### src/rtl/mc_control_fsm.sv
// Main control FSM for the multicycle MIPS datapath.
// Sequences each instruction through fetch/decode/execute/memory/writeback and
// drives every datapath mux select, register write strobe and the ALU code.
// Ports:
//   clk_i, rst_i       clock, asynchronous active-high reset
//   opcode_i, funct_i  instruction register fields
//   zero_i             ALU zero flag, used in BRANCH only
//   iord_o .. pc_en_o  datapath controls (Moore, registered; pc_en_o gates zero_i)
//   state_o            current state encoding
module mc_control_fsm (
  input  logic       clk_i,
  input  logic       rst_i,
  input  logic [5:0] opcode_i,
  input  logic [5:0] funct_i,
  input  logic       zero_i,
  output logic       iord_o,
  output logic       mem_write_o,
  output logic       ir_write_o,
  output logic       reg_dst_o,
  output logic       mem_to_reg_o,
  output logic       reg_write_o,
  output logic       alu_src_a_o,
  output logic [1:0] alu_src_b_o,
  output logic [2:0] alu_control_o,
  output logic [1:0] pc_src_o,
  output logic       pc_en_o,
  output logic [3:0] state_o
);

  typedef enum logic [3:0] {
    StFetch  = 4'd0,
    StDecode = 4'd1,
    StMemAdr = 4'd2,
    StMemRd  = 4'd3,
    StMemWb  = 4'd4,
    StMemWr  = 4'd5,
    StExec   = 4'd6,
    StAluWb  = 4'd7,
    StBranch = 4'd8,
    StAddiEx = 4'd9,
    StAddiWb = 4'd10,
    StJump   = 4'd11
  } state_e;

  localparam logic [5:0] OpRtype = 6'b000000;
  localparam logic [5:0] OpLw    = 6'b100011;
  localparam logic [5:0] OpSw    = 6'b101011;
  localparam logic [5:0] OpBeq   = 6'b000100;
  localparam logic [5:0] OpAddi  = 6'b001000;
  localparam logic [5:0] OpJ     = 6'b000010;

  state_e     state_q, state_d;
  // Cleared by reset: the first edge after release only opens the first FETCH.
  logic       run_q;
  logic       iord_q, iord_d;
  logic       mem_write_q, mem_write_d;
  logic       ir_write_q, ir_write_d;
  logic       reg_dst_q, reg_dst_d;
  logic       mem_to_reg_q, mem_to_reg_d;
  logic       reg_write_q, reg_write_d;
  logic       alu_src_a_q, alu_src_a_d;
  logic [1:0] alu_src_b_q, alu_src_b_d;
  logic [2:0] alu_control_q, alu_control_d;
  logic [1:0] pc_src_q, pc_src_d;
  logic       pc_write_q, pc_write_d;
  logic       branch_q, branch_d;
  logic [2:0] funct_alu;

  always_comb begin
    case (funct_i)
      6'b100000: funct_alu = 3'b010;
      6'b100010: funct_alu = 3'b110;
      6'b100100: funct_alu = 3'b000;
      6'b100101: funct_alu = 3'b001;
      6'b101010: funct_alu = 3'b111;
      default:   funct_alu = 3'b010;
    endcase
  end

  always_comb begin
    state_d = StFetch;
    if (run_q) begin
      case (state_q)
        StFetch:  state_d = StDecode;
        StDecode: begin
          case (opcode_i)
            OpLw, OpSw: state_d = StMemAdr;
            OpRtype:    state_d = StExec;
            OpBeq:      state_d = StBranch;
            OpAddi:     state_d = StAddiEx;
            OpJ:        state_d = StJump;
            default:    state_d = StFetch;
          endcase
        end
        StMemAdr: state_d = (opcode_i == OpSw) ? StMemWr : StMemRd;
        StMemRd:  state_d = StMemWb;
        StExec:   state_d = StAluWb;
        StAddiEx: state_d = StAddiWb;
        default:  state_d = StFetch;
      endcase
    end
  end

  // Outputs are decoded from the next state so the registered copies are
  // exactly the Moore decode of state_q.
  always_comb begin
    iord_d        = 1'b0;
    mem_write_d   = 1'b0;
    ir_write_d    = 1'b0;
    reg_dst_d     = 1'b0;
    mem_to_reg_d  = 1'b0;
    reg_write_d   = 1'b0;
    alu_src_a_d   = 1'b0;
    alu_src_b_d   = 2'b00;
    alu_control_d = 3'b010;
    pc_src_d      = 2'b00;
    pc_write_d    = 1'b0;
    branch_d      = 1'b0;
    case (state_d)
      StFetch: begin
        alu_src_b_d = 2'b01;
        ir_write_d  = 1'b1;
        pc_write_d  = 1'b1;
      end
      StDecode: alu_src_b_d = 2'b11;
      StMemAdr, StAddiEx: begin
        alu_src_a_d = 1'b1;
        alu_src_b_d = 2'b10;
      end
      StMemRd: iord_d = 1'b1;
      StMemWb: begin
        mem_to_reg_d = 1'b1;
        reg_write_d  = 1'b1;
      end
      StMemWr: begin
        iord_d      = 1'b1;
        mem_write_d = 1'b1;
      end
      StExec: begin
        alu_src_a_d   = 1'b1;
        alu_control_d = funct_alu;
      end
      StAluWb: begin
        reg_dst_d   = 1'b1;
        reg_write_d = 1'b1;
      end
      StBranch: begin
        alu_src_a_d   = 1'b1;
        alu_control_d = 3'b110;
        pc_src_d      = 2'b01;
        branch_d      = 1'b1;
      end
      StAddiWb: reg_write_d = 1'b1;
      StJump: begin
        pc_src_d   = 2'b10;
        pc_write_d = 1'b1;
      end
      default: ;
    endcase
  end

  // Reset loads the FETCH select decode with every strobe held low.
  always_ff @(posedge clk_i or posedge rst_i) begin
    if (rst_i) begin
      state_q       <= StFetch;
      run_q         <= 1'b0;
      iord_q        <= 1'b0;
      mem_write_q   <= 1'b0;
      ir_write_q    <= 1'b0;
      reg_dst_q     <= 1'b0;
      mem_to_reg_q  <= 1'b0;
      reg_write_q   <= 1'b0;
      alu_src_a_q   <= 1'b0;
      alu_src_b_q   <= 2'b01;
      alu_control_q <= 3'b010;
      pc_src_q      <= 2'b00;
      pc_write_q    <= 1'b0;
      branch_q      <= 1'b0;
    end else begin
      state_q       <= state_d;
      run_q         <= 1'b1;
      iord_q        <= iord_d;
      mem_write_q   <= mem_write_d;
      ir_write_q    <= ir_write_d;
      reg_dst_q     <= reg_dst_d;
      mem_to_reg_q  <= mem_to_reg_d;
      reg_write_q   <= reg_write_d;
      alu_src_a_q   <= alu_src_a_d;
      alu_src_b_q   <= alu_src_b_d;
      alu_control_q <= alu_control_d;
      pc_src_q      <= pc_src_d;
      pc_write_q    <= pc_write_d;
      branch_q      <= branch_d;
    end
  end

  assign iord_o        = iord_q;
  assign mem_write_o   = mem_write_q;
  assign ir_write_o    = ir_write_q;
  assign reg_dst_o     = reg_dst_q;
  assign mem_to_reg_o  = mem_to_reg_q;
  assign reg_write_o   = reg_write_q;
  assign alu_src_a_o   = alu_src_a_q;
  assign alu_src_b_o   = alu_src_b_q;
  assign alu_control_o = alu_control_q;
  assign pc_src_o      = pc_src_q;
  // Only input-dependent output: a taken branch loads the PC.
  assign pc_en_o       = pc_write_q | (branch_q & zero_i);
  assign state_o       = state_q;

endmodule

### config.mk
export PLATFORM = sky130hd
export DESIGN_NAME = mc_control_fsm
export DESIGN_NICKNAME = d
export VERILOG_FILES = /design/src/rtl/mc_control_fsm.sv
export SDC_FILE = /design/constraint.sdc
export NUM_CORES = 1
export LEC_CHECK = 0
export CAP_MARGIN = 30
export CORE_MARGIN = 8
export CORE_UTILIZATION = 40
export DETAILED_ROUTE_END_ITERATION = 8
export PLACE_DENSITY_LB_ADDON = 0.3
export SYNTH_ARGS = -nofsm -noshare
export SYNTH_HDL_FRONTEND = slang
export SYNTH_SLANG_ARGS = --single-unit
export TNS_END_PERCENT = 100
### constraint.sdc
create_clock -name clk_i -period 4.4 [get_ports clk_i]
set_input_delay 0.44 -clock clk_i [delete_from_list [all_inputs] [get_ports clk_i]]
set_output_delay 0.44 -clock clk_i [all_outputs]
set_load 0.02 [all_outputs]
==> impl_metrics.ini, run 1 <==
[worst_setup_path]
crit_fanout = 8
arrival_ns = 2.95
max_stage_delay_ns = 0.54
crit_required_ns = 4.63
end_kind = flop
cp.buffers_inverters = 1
path_class = primary input to flop
path_cells = clkdlybuf4s50_1 > or4_4 > o41a_1 > a2111o_1 > or4b_4 > nand2b_1
cpMaxStageDelayCell = or4_4
path_delay_family = simple AND/OR/NAND/NOR gates
cp-start-kind = primary input

[logic_synthesis]
synth-simple-area-share_pct = 22.2
synth_top_family_by_area = simple AND/OR/NAND/NOR gates
yosysWarnings = 0
async_reset_ff_share_pct = 100
synth_seq_cells = 20
synthAdderAreaFrac_pct = 0
ys.flop_type = dfrtp_1
synth_compound_area_share_pct = 19.2
synth_area_um2 = 971
synthMuxAreaShare_pct = 0
syn_inst = 96
seq_area_frac_synth_pct = 51.8
synth_nets = 111
synth_cell_types = 37
synth_edf_count = 0
syn_area_per_cell_um2 = 10.1
synthXorXnorAreaFrac_pct = 1.80

[flow_run]
max_cap_violations = 0

[timing]
rsz0062_at_grt = false
max_clock_freq_mhz = 367
finalSetupViolCount = 0
tns_ns = 0
hold_slack_ns = 0.555
clock_skew_ns = 0.00148
worst_slew_pin_slew_ns = 0.702
fin_crit_ns = 2.73
slew_viol_final = 0
maxSlewHeadroom_pct = 53.2
finalHoldViolCount = 0
finalCritPeriodShare_pct = 62.0

[detailed_routing]
routedWlPerCell_um = 14.1
first_pass_iters = 4
vias_per_cell = 5.40
drt-initial-drc-count = 22
dr_total_vias = 858
drtAntennaViolNets = 0
wl_um = 2250
drcViolationCount = 0

[placed_design]
io_buffer_count = 33
dp_hpwl_um = 1780
dpl-instance-area_um2 = 1320
dp.cells = 155
gp_congestion = 0.892

[cts]
hold_buffers = 0
clock_path_buffers = 2
cts-htree-levels = 1
path_clk_slew_ns = 0.11
clock-sinks = 20
clkLatencyLatePin_ns = 0.29
post_cts_buffers = 0
cts.repair.resized = 0
cts_tree = yes
cts-root-buf = clkbuf_4
numCtsBuffers = 3

[final_layout]
final_area_um2 = 1360
final_util_pct = 56.8
drive_gt1_share_pct = 7.75
final_nets = 145
nFillCells = 226
stdcell_count = 159
mostFrequentLayoutCell = clkdlybuf4s50_1
syn_to_final_growth_pct = 39.7
final_cell_mix = clkdlybuf4s50_1 (33), dfrtp_1 (18), inv_1 (7)
antenna_cells = 0

[global_route]
grt_usage_pct = 11.0
grt_max_degree = 21
grt_pass1_wl_um = 3760
overflow = 0
antenna_found_initial = 0
grt_pass1_vias = 856

[floorplanning]
core-area_um2 = 2390
start_util_pct = 40.7
die_area_um2 = 4260
io_pins = 34
die_height_um = 65.3
fp.dieW_um = 65.3
fp-row-count = 18

[worst_hold_path]
hold_path.class = primary input to async pin

[power]
p_leak_nw = 0.567
irDropWorstVdd_mv = 0.179
p_per_area_nw_per_um2 = 260

[outcome]
status = completed
==> state kept, by name, indices dropped and copies added, names as in the netlist <==
| register | cells |
|---|---|
| alu_control_o | 3 |
| alu_src_a_o | 1 |
| alu_src_b_o | 2 |
| iord_o | 1 |
| ir_write_o | 1 |
| mem_to_reg_o | 1 |
| mem_write_o | 1 |
| pc_src_o | 2 |
| pc_write_q | 1 |
| reg_dst_o | 1 |
| reg_write_o | 1 |
| run_q | 1 |
| state_o | 4 |
==> worst reg2reg max path: cells and delay by family, from the launching register on <==
family             cells  cell delay (ns)
DFF                    1             0.48
and+or+nand+nor        4             1.46
AOI/OAI and AO/OA      1             0.29
==> power by group <==
group | leakage [nW] | switching [W] | internal [W]
sequential | 0.261 | 0.00000331 | 0.000189
clock | 0.0210 | 0.0000525 | 0.0000504
combinational | 0.286 | 0.0000290 | 0.0000292
total | 0.567 | 0.0000848 | 0.000268
==> stage by stage <==
step	total power, W	setup WS (ns)
5_1_grt	0.000374	1.61
3_5_place_dp	0.000254	1.37
2_1_floorplan	0.000225	1.97
3_3_place_gp	0.000253	1.40
4_1_cts	0.000359	1.68
6_report	0.000353	1.67
==> metal layers <==
metal | up-vias | part of all wire, % | track usage [%]
li1 | 419 | - | -
met1 | 407 | 41 | 11.9
met2 | 26 | 51 | 18.9
met3 | 6 | 6.5 | 3.40
met4 | 0 | 1.7 | 5.72
met5 | - | 0 | 0
==> layout make-up <==
type	count	area, µm²	share of cell area [%]
Tap cell	30	37.5	2.77
Clock buffer	4	36.3	2.68
Multi-Input combinational cell	65	423	31.2
Timing Repair Buffer	33	330	24.4
Sequential cell	20	503	37.1
Inverter	7	26.3	1.94
==> Yosys cell counts, types with 2 or more instances <==
| library cell | count | area [µm²] |
|---|---|---|
| a21oi_1 | 6 | 30.0 |
| a311oi_1 | 2 | 17.5 |
| and3_1 | 3 | 18.8 |
| clkbuf_1 | 3 | 11.3 |
| dfrtp_1 | 18 | 450 |
| dfstp_2 | 2 | 52.6 |
| inv_1 | 7 | 26.3 |
| nand2_1 | 6 | 22.5 |
| nand2b_1 | 5 | 31.3 |
| nand3_1 | 4 | 20.0 |
| nor2_1 | 6 | 22.5 |
| nor3_1 | 4 | 20.0 |
| nor3b_1 | 4 | 30.0 |
| o21bai_1 | 2 | 15.0 |
| xnor2_1 | 2 | 17.5 |
==> path summary, 6_finish.rpt <==
path	startpoint	to	slack, ns	cells after the start
max	opcode_i[2]	alu_control_o[1]$_DFF_PP1_	1.67	6
min	rst_i	reg_write_o$_DFF_PP0_	0.55	2
max reg2reg	state_o[0]$_DFF_PP0_	alu_control_o[1]$_DFF_PP1_	2.11	5
min reg2reg	run_q$_DFF_PP0_	alu_src_b_o[1]$_DFF_PP0_	0.66	3
max in group asynchronous	rst_i	state_o[1]$_DFF_PP0_	3.41	2
min in group clk_i	run_q$_DFF_PP0_	alu_src_b_o[1]$_DFF_PP0_	0.66	3
==> cells by family after synthesis <==
group | count (synthesis)
and+or+nand+nor | 37
buffers and inverters | 11
other | 1
AOI/OAI and AO/OA | 25
xor gates and xnor gates | 2
DFF | 20
Note: power is estimated with default switching activity, not from simulation.
==> inputs of run 2 (changes only) <==
--- a/config.mk
+++ b/config.mk
@@ -7,7 +7,7 @@
 export LEC_CHECK = 0
 export CAP_MARGIN = 30
 export CORE_MARGIN = 8
-export CORE_UTILIZATION = 40
+export CORE_UTILIZATION = 39
 export DETAILED_ROUTE_END_ITERATION = 8
 export PLACE_DENSITY_LB_ADDON = 0.3
 export SYNTH_ARGS = -nofsm -noshare
==> constraint.sdc (replaced) <==
create_clock -name clk_i -period 2.35 [get_ports clk_i]
set_input_delay 0.235 -clock clk_i [delete_from_list [all_inputs] [get_ports clk_i]]
set_output_delay 0.235 -clock clk_i [all_outputs]
set_load 0.02 [all_outputs]
==> impl_metrics.ini, run 2 (synthesis results as in run 1) <==
[flow_run]
max_cap_violations = 0

[timing]
fin_crit_ns = 2.25
hold_slack_ns = 0.343
finalCritPeriodShare_pct = 95.7
rsz0062_at_grt = false
slew_viol_final = 0
max_clock_freq_mhz = 444
tns_ns = 0
finalSetupViolCount = 0
finalHoldViolCount = 0
maxSlewHeadroom_pct = 53.8
clock_skew_ns = 0.00723
worst_slew_pin_slew_ns = 0.692

[placed_design]
dpl-instance-area_um2 = 1430
io_buffer_count = 33
gp_congestion = 0.810
dp_hpwl_um = 1950

[cts]
clkLatencyLatePin_ns = 0.30
post_cts_buffers = 0
cts-root-buf = clkbuf_4
cts-htree-levels = 1
hold_buffers = 0
path_clk_slew_ns = 0.11
clock_path_buffers = 2
clock-sinks = 20
cts_tree = yes
numCtsBuffers = 3

[worst_setup_path]
arrival_ns = 2.48
crit_required_ns = 2.58
end_kind = flop
max_stage_delay_ns = 0.53
cp-start-kind = primary input
path_cells = clkdlybuf4s50_1 > or4_4 > o41a_1 > a2111o_1 > or4b_4 > nand2b_1
path_class = primary input to flop
worstReg2RegStart = state_o[0]$_DFF_PP0_
startpoint = opcode_i[2]
cpMaxStageDelayCell = or4_4
crit_fanout = 3

[global_route]
met2_usage_pct = 21.3
antenna_found_initial = 0
grtUsageMet1_pct = 12.4
gr-max-usage-layer = met2
grt_pass1_vias = 961
overflow = 0
grt_usage_pct = 11.9
grt_pass1_wl_um = 4220
gr-usage-met3_pct = 4.07
grt_max_degree = 21

[final_layout]
final_nets = 160
largest_reg_flops = 4
nFillCells = 208
multi_input_comb_area_um2 = 423
final_cell_mix = clkdlybuf4s50_1 (32), dfrtp_1 (18), buf_4 (15)
antenna_cells = 0
final_area_um2 = 1490
drive_gt1_share_pct = 17.4
syn_to_final_growth_pct = 53.2
mostFrequentLayoutCell = clkdlybuf4s50_1
final_util_pct = 61.7
regArea_um2 = 503

[detailed_routing]
first_pass_iters = 4
drt-initial-drc-count = 28
vias_per_cell = 5.30
dr_total_vias = 922
wl_um = 2360
drtAntennaViolNets = 0
routedWlPerCell_um = 13.5
drcViolationCount = 0

[worst_hold_path]
hold_path.class = primary input to async pin

[floorplanning]
die_height_um = 65.9
core-area_um2 = 2410
io_pins = 34
fp-row-count = 18
die_area_um2 = 4340
fp.dieW_um = 65.9
start_util_pct = 40.3

[power]
irDropWorstVdd_mv = 0.340
p_total_w = 0.000758
p_leak_nw = 0.655
p_per_area_nw_per_um2 = 510

[outcome]
status = completed
## run 2: area by class of cell
class | instances | share of cell area, %
well taps | 30 | 2.52
flip-flops and latches | 20 | 33.8
multi-input cells | 65 | 28.4
clock buffers | 3 | 1.51
clock inverters | 1 | 2.02
inverters | 7 | 1.77
repair buffers | 48 | 29.9
## run 2: stage by stage
step / setup WS [ns] / instances
floorplan: 0.122 / 96
global placement: -0.254 / 170
detailed placement: -0.294 / 170
CTS: 0.0195 / 174
global route: 0.0327 / 174
finish: 0.100 / 174
## run 2: routing by layer
metal	share of wire, %	vias to the layer above
met3	7.2	5
met2	50	29
met1	41	442
met5	0	-
met4	1.5	0
li1	-	446
## run 2: power by group
group | internal, W | switching (W)
logic | 0.0000688 | 0.0000577
clock network | 0.000172 | 0.0000996
registers | 0.000353 | 0.00000668
## run 2: worst max-delay path, delay by kind of cell
| family | cells | cell delay, ns |
|---|---|---|
| buffers and inverters | 1 | 0.42 |
| AO/OA/AOI/OAI | 2 | 0.63 |
| AND/OR/NAND/NOR | 3 | 1.18 |
## run 2: path summary, 6_finish.rpt
check / endpoint / slack [ns] / depth (start not counted)
max in group asynchronous: iord_o$_DFF_PP0_ / 1.56 / 2
min in group clk_i: state_o[0]$_DFF_PP0_ / 0.54 / 5
hold / removal: pc_src_o[1]$_DFF_PP0_ / 0.34 / 2
setup / recovery: alu_control_o[1]$_DFF_PP1_ / 0.10 / 6
hold reg to reg: alu_src_b_o[1]$_DFF_PP0_ / 0.66 / 3
setup reg to reg: alu_control_o[1]$_DFF_PP1_ / 0.34 / 5
## run 2: what timing repair did
| action | CTS | global route |
|---|---|---|
| resized for setup | 0 | 1 |
| endpoints found under the setup margin | 0 | 3 |
| endpoints found under the hold margin | 0 | 0 |
